$ cat config.mk
export PLATFORM = sky130hd
export DESIGN_NAME = hvac_scheduler
export DESIGN_NICKNAME = d
export VERILOG_FILES = /design/src/rtl/hvac_scheduler.sv
export SDC_FILE = /design/constraint.sdc
export NUM_CORES = 1
export LEC_CHECK = 0
export CAP_MARGIN = 40
export CELL_PAD_IN_SITES_DETAIL_PLACEMENT = 0
export CELL_PAD_IN_SITES_GLOBAL_PLACEMENT = 2
export CORE_ASPECT_RATIO = 1.75
export CORE_MARGIN = 3
export CORE_UTILIZATION = 30
export CTS_CLUSTER_SIZE = 14
export DETAILED_ROUTE_END_ITERATION = 10
export PLACE_DENSITY = 0.84
export REMOVE_ABC_BUFFERS = 1
export SLEW_MARGIN = 20
export SYNTH_ARGS = -nofsm -noshare
export SYNTH_HDL_FRONTEND = slang
export SYNTH_SLANG_ARGS = --single-unit
$ cat constraint.sdc
create_clock -name clk -period 3.95 [get_ports clk]
set_input_delay 0.395 -clock clk [delete_from_list [all_inputs] [get_ports clk]]
set_output_delay 0.395 -clock clk [all_outputs]
set_load 0.05 [all_outputs]
$ cat src/rtl/hvac_scheduler.sv
// hvac_scheduler: arbitrates the shared climate actuator path between cooling
// and heating. Hysteresis thresholds, a minimum-run time and a post-shutdown
// lockout keep the two actuators mutually exclusive and stop short-cycling.
// State is visible on `state` (IDLE=0, COOL=1, HEAT=2, LOCKOUT=3).
// `tick` is a one-cycle timebase strobe; there is no valid/ready handshake.
// Optional macro PRESENCE_HOLD_EN: presence is stretched by HOLD_TICKS ticks
// after the occupant leaves; without it raw `presence` is used directly.
module hvac_scheduler #(
  parameter int TEMP_W        = 8,
  parameter int COOL_ON       = 26,
  parameter int COOL_OFF      = 24,
  parameter int HEAT_ON       = 18,
  parameter int HEAT_OFF      = 20,
  parameter int MIN_RUN_TICKS = 8,
  parameter int LOCKOUT_TICKS = 4,
  parameter int HOLD_TICKS    = 16
) (
  input  logic              clk,
  input  logic              rst_n,
  input  logic              tick,
  input  logic              enable,
  input  logic [TEMP_W-1:0] temp,
  input  logic              presence,
  input  logic              window,
  output logic              ac_cool,
  output logic              heat_on,
  output logic              lockout,
  output logic [1:0]        state
);

  typedef enum logic [1:0] {
    ST_IDLE    = 2'd0,
    ST_COOL    = 2'd1,
    ST_HEAT    = 2'd2,
    ST_LOCKOUT = 2'd3
  } state_e;

  localparam logic [TEMP_W-1:0] COOL_ON_T  = TEMP_W'(COOL_ON);
  localparam logic [TEMP_W-1:0] COOL_OFF_T = TEMP_W'(COOL_OFF);
  localparam logic [TEMP_W-1:0] HEAT_ON_T  = TEMP_W'(HEAT_ON);
  localparam logic [TEMP_W-1:0] HEAT_OFF_T = TEMP_W'(HEAT_OFF);
  localparam logic [7:0]        MIN_RUN_C  = 8'(MIN_RUN_TICKS);
  localparam logic [7:0]        LOCK_C     = 8'(LOCKOUT_TICKS);

  // Reject threshold orderings that would let both modes be requested at once.
  if (!(HEAT_ON < HEAT_OFF && HEAT_OFF < COOL_OFF && COOL_OFF < COOL_ON &&
        MIN_RUN_TICKS >= 1 && MIN_RUN_TICKS <= 255 &&
        LOCKOUT_TICKS >= 1 && LOCKOUT_TICKS <= 255 &&
        HOLD_TICKS >= 1 && HOLD_TICKS <= 255)) begin : g_param_check
    $error("hvac_scheduler: illegal parameter set");
  end

  state_e     state_q, state_d;
  logic [7:0] cnt_q, cnt_d;
  logic       ac_cool_q, heat_on_q, lockout_q;
  logic       presence_eff;
  logic       ok;

`ifdef PRESENCE_HOLD_EN
  localparam logic [7:0] HOLD_C = 8'(HOLD_TICKS);
  logic [7:0] hold_q, hold_d;

  // Hold counter: reload while occupied, count down on ticks once vacated.
  always_comb begin
    hold_d = hold_q;
    if (presence) begin
      hold_d = HOLD_C;
    end else if (tick && hold_q != 8'd0) begin
      hold_d = hold_q - 8'd1;
    end
  end

  // Hold counter register.
  always_ff @(posedge clk or negedge rst_n) begin
    if (!rst_n) begin
      hold_q <= 8'd0;
    end else begin
      hold_q <= hold_d;
    end
  end

  assign presence_eff = presence | (hold_q != 8'd0);
`else
  assign presence_eff = presence;
`endif

  assign ok = enable & presence_eff & ~window;

  // Next-state logic: window is a safety exit, otherwise exits wait for MIN_RUN.
  always_comb begin
    state_d = state_q;
    case (state_q)
      ST_IDLE: begin
        if (ok && temp >= COOL_ON_T) begin
          state_d = ST_COOL;
        end else if (ok && temp <= HEAT_ON_T) begin
          state_d = ST_HEAT;
        end
      end
      ST_COOL: begin
        if (window) begin
          state_d = ST_LOCKOUT;
        end else if (cnt_q >= MIN_RUN_C &&
                     (temp <= COOL_OFF_T || !enable || !presence_eff)) begin
          state_d = ST_LOCKOUT;
        end
      end
      ST_HEAT: begin
        if (window) begin
          state_d = ST_LOCKOUT;
        end else if (cnt_q >= MIN_RUN_C &&
                     (temp >= HEAT_OFF_T || !enable || !presence_eff)) begin
          state_d = ST_LOCKOUT;
        end
      end
      ST_LOCKOUT: begin
        if (cnt_q >= LOCK_C) begin
          state_d = ST_IDLE;
        end
      end
      default: state_d = ST_IDLE;
    endcase
  end

  // Tick counter: restarts on every state change, saturates at 255.
  always_comb begin
    cnt_d = cnt_q;
    if (state_d != state_q) begin
      cnt_d = 8'd0;
    end else if (tick && cnt_q != 8'hFF) begin
      cnt_d = cnt_q + 8'd1;
    end
  end

  // State, counter and registered output decodes of the next state.
  always_ff @(posedge clk or negedge rst_n) begin
    if (!rst_n) begin
      state_q   <= ST_IDLE;
      cnt_q     <= 8'd0;
      ac_cool_q <= 1'b0;
      heat_on_q <= 1'b0;
      lockout_q <= 1'b0;
    end else begin
      state_q   <= state_d;
      cnt_q     <= cnt_d;
      ac_cool_q <= (state_d == ST_COOL);
      heat_on_q <= (state_d == ST_HEAT);
      lockout_q <= (state_d == ST_LOCKOUT);
    end
  end

  assign ac_cool = ac_cool_q;
  assign heat_on = heat_on_q;
  assign lockout = lockout_q;
  assign state   = state_q;

endmodule

=== After elaboration in Yosys (flattened, before gate mapping) ===
Cells that the tools add are included.

* Bits in registers: 13
* Input port bits: 14
* Output and inout bits: 5
* Logic and storage cells: 46

* Add/subtract/negate cells: 1
* $lt $le $gt $ge: 6
* Equal/unequal tests: 8
* Muxes and demuxes: 10
* Bitwise operators: 3
* Reduce and logical (&&, ||, !) cells: 13

{| class="wikitable"
|+ Operators with widths
! operator !! count
|-
| 8-bit by 5-bit greater-or-equal comparator with 1-bit output (second input constant) || 2
|-
| 8-bit by 5-bit <= comparator with 1-bit output (second input constant) || 2
|-
| 8-bit 2-to-1 mux || 2
|-
| 2-bit 2-to-1 mux || 7
|-
| 8-bit by 1-bit adder with 8-bit output (second input constant) || 1
|-
| 2-bit == test (second input constant) || 4
|-
| 8-bit by 3-bit greater-or-equal comparator with 1-bit output (second input constant) || 1
|-
| 8-bit by 4-bit greater-or-equal comparator with 1-bit output (second input constant) || 1
|-
| 8-bit inequality test (second input constant) || 1
|-
| 2-bit case mux with 4 select lines || 1
|-
| 1-bit logical AND || 5
|-
| 2-bit by 1-bit == test with 1-bit output (second input constant) || 2
|-
| 1-bit logical OR || 4
|-
| 1-bit bitwise AND || 2
|-
| 1-bit logical NOT || 2
|-
| 2-bit logical NOT || 1
|-
| 2-bit inequality test || 1
|-
| 2-bit nonzero test || 1
|-
| 1-bit NOT || 1
|}

=== Logic depth before layout (Yosys ltp) ===
* Word-level depth: 9
* Gate-level depth with buffers: 6
* Mapped depth without buffers: 6

=== Worst setup path before layout ===
OpenSTA, ideal clock, no wires.

* Path kind: register -> register
* From: register state_q[1], in the netlist state[1]
* To: register cnt_q[0]
* Library setup time: 129 ps
* Arrival: 1691 ps
* Setup slack: 2130 ps
* Cell stages (with the launch flop): 6
* Clock period less this slack: 1820 ps
* Path through: dfrtp_1 nor4_1 a2bb2oi_1 o32ai_1 o21a_1 nor3_1

* Word-level cells in the longest chain between the ends: 5
* Elaborated cells between the ends (all ways): 15
* Those cells by class: eq/ne (4); mux (9); reduce/logical (2)

{| class="wikitable"
|+ Ends and longest elaborated chain
! element !! line !! RTL
|-
| start: declaration || 53 || <nowiki>state_e state_q, state_d;</nowiki>
|-
| start signal: assignment || 144 || <nowiki>state_q <= state_d;</nowiki>
|-
| 2-bit 2-to-1 mux, on equally long branches || 111, 103, 96 ||
|-
| 2-bit 2-to-1 mux, on equally long branches || 109, 101, 94 ||
|-
| 2-bit case mux with 4 select lines || 92 || <nowiki>case (state_q)</nowiki>
|-
| 2-bit inequality test * || 128 || <nowiki>if (state_d != state_q) begin</nowiki>
|-
| 8-bit 2-to-1 mux or 2-bit nonzero test (tied branches) || -- ||
|-
| end signal: assignment || 145 || <nowiki>cnt_q <= cnt_d;</nowiki>
|-
| end: declaration || 54 || <nowiki>logic [7:0] cnt_q, cnt_d;</nowiki>
|}

Every way passes the cells marked *; elsewhere a longest branch is shown, timed or not.
A chain may end at the register's enable or synchronous reset.

=== Worst setup path in the final report ===
* From: input temp[5]
* To: register cnt_q[4]

* Word-level cells in the longest chain between the ends: 9
* Elaborated cells between the ends (all ways): 22
* Those cells by class: order compare (4); eq/ne (1); mux (8); reduce/logical (9)

{| class="wikitable"
|+ Ends and longest elaborated chain
! element !! line !! RTL
|-
| start: declaration || 22 || <nowiki>input logic [TEMP_W-1:0] temp,</nowiki>
|-
| 8-bit by 5-bit greater-or-equal comparator with 1-bit output or 8-bit by 5-bit <= comparator with 1-bit output (tied branches) || 112, 104 ||
|-
| 1-bit logical OR, on equally long branches (2 in a row) || 112, 104 ||
|-
| 1-bit logical AND, on equally long branches || 111, 103 ||
|-
| 2-bit 2-to-1 mux, on equally long branches || 111, 103 ||
|-
| 2-bit 2-to-1 mux, on equally long branches || 109, 101 ||
|-
| 2-bit case mux with 4 select lines * || 92 ||
|-
| 2-bit inequality test * || 128 ||
|-
| 8-bit 2-to-1 mux or 2-bit nonzero test (tied branches) || -- ||
|}

Marks and branches as above.

==> summary.txt <==
Status
  – Status: finished, final reports clean

Global route
  – Initial antenna violation count: 0
  – Total congestion overflow: 0
  – Largest net degree at the start of global routing: 14
  – First-pass GRT wire length: 2.84 mm
  – Total GRT Usage: 12.3%
  – Vias in the first global route: 659

Setup path
  – Critical path peak fanout: 8
  – Startpoint types: primary input
  – Setup CP Type: primary input to flip-flop
  – Req. time, crit path: 4060 ps
  – CP Capture Type: flip-flop
  – Crit path arrival time: 2120 ps

Placement
  – GPL Wtd Cong: 0.744
  – Post-place setup slack: 1700 ps
  – Inst Count DP: 120
  – Post-DP HPWL: 1.50 mm
  – Placement Cell Area: 955 um^2
  – IO Port Bufs: 18

CTS
  – # Post-CTS Setup Buffers: 0
  – Num Clock Sinks: 13
  – Post-CTS Resized: 0
  – Clk buf depth: 2
  – CTS Root Cell: clkbuf_8
  – Clk Latency, worst-skew pair: 240 ps
  – TritonCTS clock tree: yes
  – Hold-fix buffers, CTS: 0
  – # H-tree levels: 1
  – Reg clk slew, reported paths: 50 ps
  – Cts bufs inserted: 3

Yosys
  – Mapped cell area: 743 um^2
  – Synth Area per Inst: 9.65 um^2
  – Number of flops mapped to enable cells by yosys: 0
  – Syn Inst Count: 77
  – YS warnings: 0
  – Seq/Total Area, Yosys: 43.8%
  – Number of synthesized register bits: 13
  – Async SR Flop Fraction: 100%
  – Synth cell types: 32
  – Synth Flop Type: dfrtp_1

Detailed routing
  – Drt pass-1 iters: 4
  – Routed wire length: 1.87 mm
  – Starting DRT DRC Count: 16
  – Drt wl/cell: 15.0 um
  – Number of routed nets with antenna violations: 0
  – Vias/cell: 5.37
  – DRC errors left: 0
  – Vias: 666

Final layout
  – # fillers: 246
  – Util after Layout: 42.9%
  – Final nets: 116
  – Area growth syn-to-layout: 34.5%
  – Finished Cell Area: 1000 um^2
  – Fin cells: 124
  – ANT cells: 0
  – Share of layout cells above drive strength 1: 5.05%

Power and ir drop
  – Switching share of total power: 41.5%
  – Reg power frac: 34.2%
  – LEAKAGE: 0.460 nW
  – Maximum VDD drop: 0.239 mV
  – Int Pwr: 0.344 mW
  – Net switching power: 0.244 mW
  – Combinational share of power: 46.2%
  – Pwr Total: 0.588 mW
  – Pwr dens: 588 nW/um^2
  – Part of the power in the clock network: 19.7%

Timing
  – Slew margin rel.: 62.9%
  – Setup TNS: 0 ps
  – Final worst path period need: 2010 ps
  – Final Hold Fails: 0
  – Skew final: 2.56 ps
  – Final Setup Violations: 0
  – Final Cycle Share: 50.8%
  – Max Slew Vio Count: 0
  – Max Freq: 498 MHz
  – Worst slew pin tran: 554 ps
  – Post-route setup slack: 1940 ps
  – Hold_ws: 517 ps
  – RSZ-0062 raised after global routing: no

Floorplanning
  – Core Region: 2330 um^2
  – Chip Height: 71.8 um
  – Die extent in x: 43.6 um
  – Initial core utilization: 31.9%
  – Rows: 23
  – Die area: 3130 um^2
  – I/O pin total: 19

Hold path
  – HP Class: primary input to asynchronous set/reset pin

Job
  – # Max-Cap Violations: 0
-- routing by layer --
layer  wire (um)  part of all wire (%)  global-route usage, %  vias up
met5           0                     0                      0        -
met4          58                   3.1                   8.05        0
met3         106                   5.7                   3.02        6
met2         982                    53                   22.2       21
met1         719                    39                   11.5      306
li1            -                     -                      -      333
-- kinds of logic after synthesis --
family | Yosys count | synth area share, %
flip-flops | 13 | 43.8
multiplexers | 1 | 1.35
adder cells (fa/ha/maj) | 2 | 3.37
AND/OR/NAND/NOR | 32 | 24.6
buffers and inverters | 7 | 3.54
AO/OA/AOI/OAI | 16 | 16.3
XOR/XNOR | 6 | 7.07
-- cells in the final DEF (no fill, tap or decap), types with 2 or more instances in the layout --
cell type	n
nand4_1	4
nand3_1	2
nor2_1	2
ha_1	2
xor2_1	4
o211a_1	2
o21ai_0	2
dfrtp_1	13
nor4_1	2
clkdlybuf4s50_1	18
a31oi_1	2
nor3_1	10
inv_1	7
clkbuf_8	3
a21oi_1	2
xnor2_1	2
nand2_1	4
-- path summary, 6_finish.rpt --
kind,from,to,slack [ps],cells past startpoint
max,temp[5],cnt_q[4]$_DFFE_PN0P_,1940,6
min,rst_n,cnt_q[2]$_DFFE_PN0P_,520,1
max reg2reg,cnt_q[4]$_DFFE_PN0P_,cnt_q[4]$_DFFE_PN0P_,1980,5
min reg2reg,cnt_q[0]$_DFFE_PN0P_,cnt_q[0]$_DFFE_PN0P_,620,2
max in group asynchronous,rst_n,state[1]$_DFF_PN0_,3070,1
min in group clk,cnt_q[0]$_DFFE_PN0P_,cnt_q[0]$_DFFE_PN0P_,620,2
-- critical path, stage by stage --
cell and delay, ps:
clkdlybuf4s50_1 420, nor4_1 370, a2bb2oi_1 160, o32ai_1 350, o21a_1 310, nor3_1 110
-- registers in the layout (all words and copies together), names as in the netlist --
| name | flops |
|---|---|
| cnt_q | 8 |
| state | 2 |
| heat_on | 1 |
| lockout | 1 |
| ac_cool | 1 |
-- layout make-up --
type,instances,area (um^2),share of cell area (%)
clock buffers,4,45.0,4.51
well taps,25,31.3,3.13
flip-flops and latches,13,325,32.5
inverters,7,26.3,2.63
multi-input cells,57,392,39.2
repair buffers,18,180,18.0
-- power groups by stage --
stage / clock network, mW / registers [mW] / logic [mW]
finish: 0.116 / 0.201 / 0.271
global route: 0.124 / 0.207 / 0.294
CTS: 0.117 / 0.201 / 0.275
detailed placement: 0 / 0.203 / 0.275
global placement: 0 / 0.203 / 0.269
floorplan: 0 / 0.268 / 0.116
-- synthesized netlist by cell type (all sizes together) (4+ instances only) --
cell type | number | area, um^2
dfrtp | 13 | 325
nor3 | 10 | 50.1
inv | 7 | 26.3
nand2 | 4 | 15.0
nand4 | 4 | 25.0
xor2 | 4 | 35.0
Power figures use the tool's default switching activity.
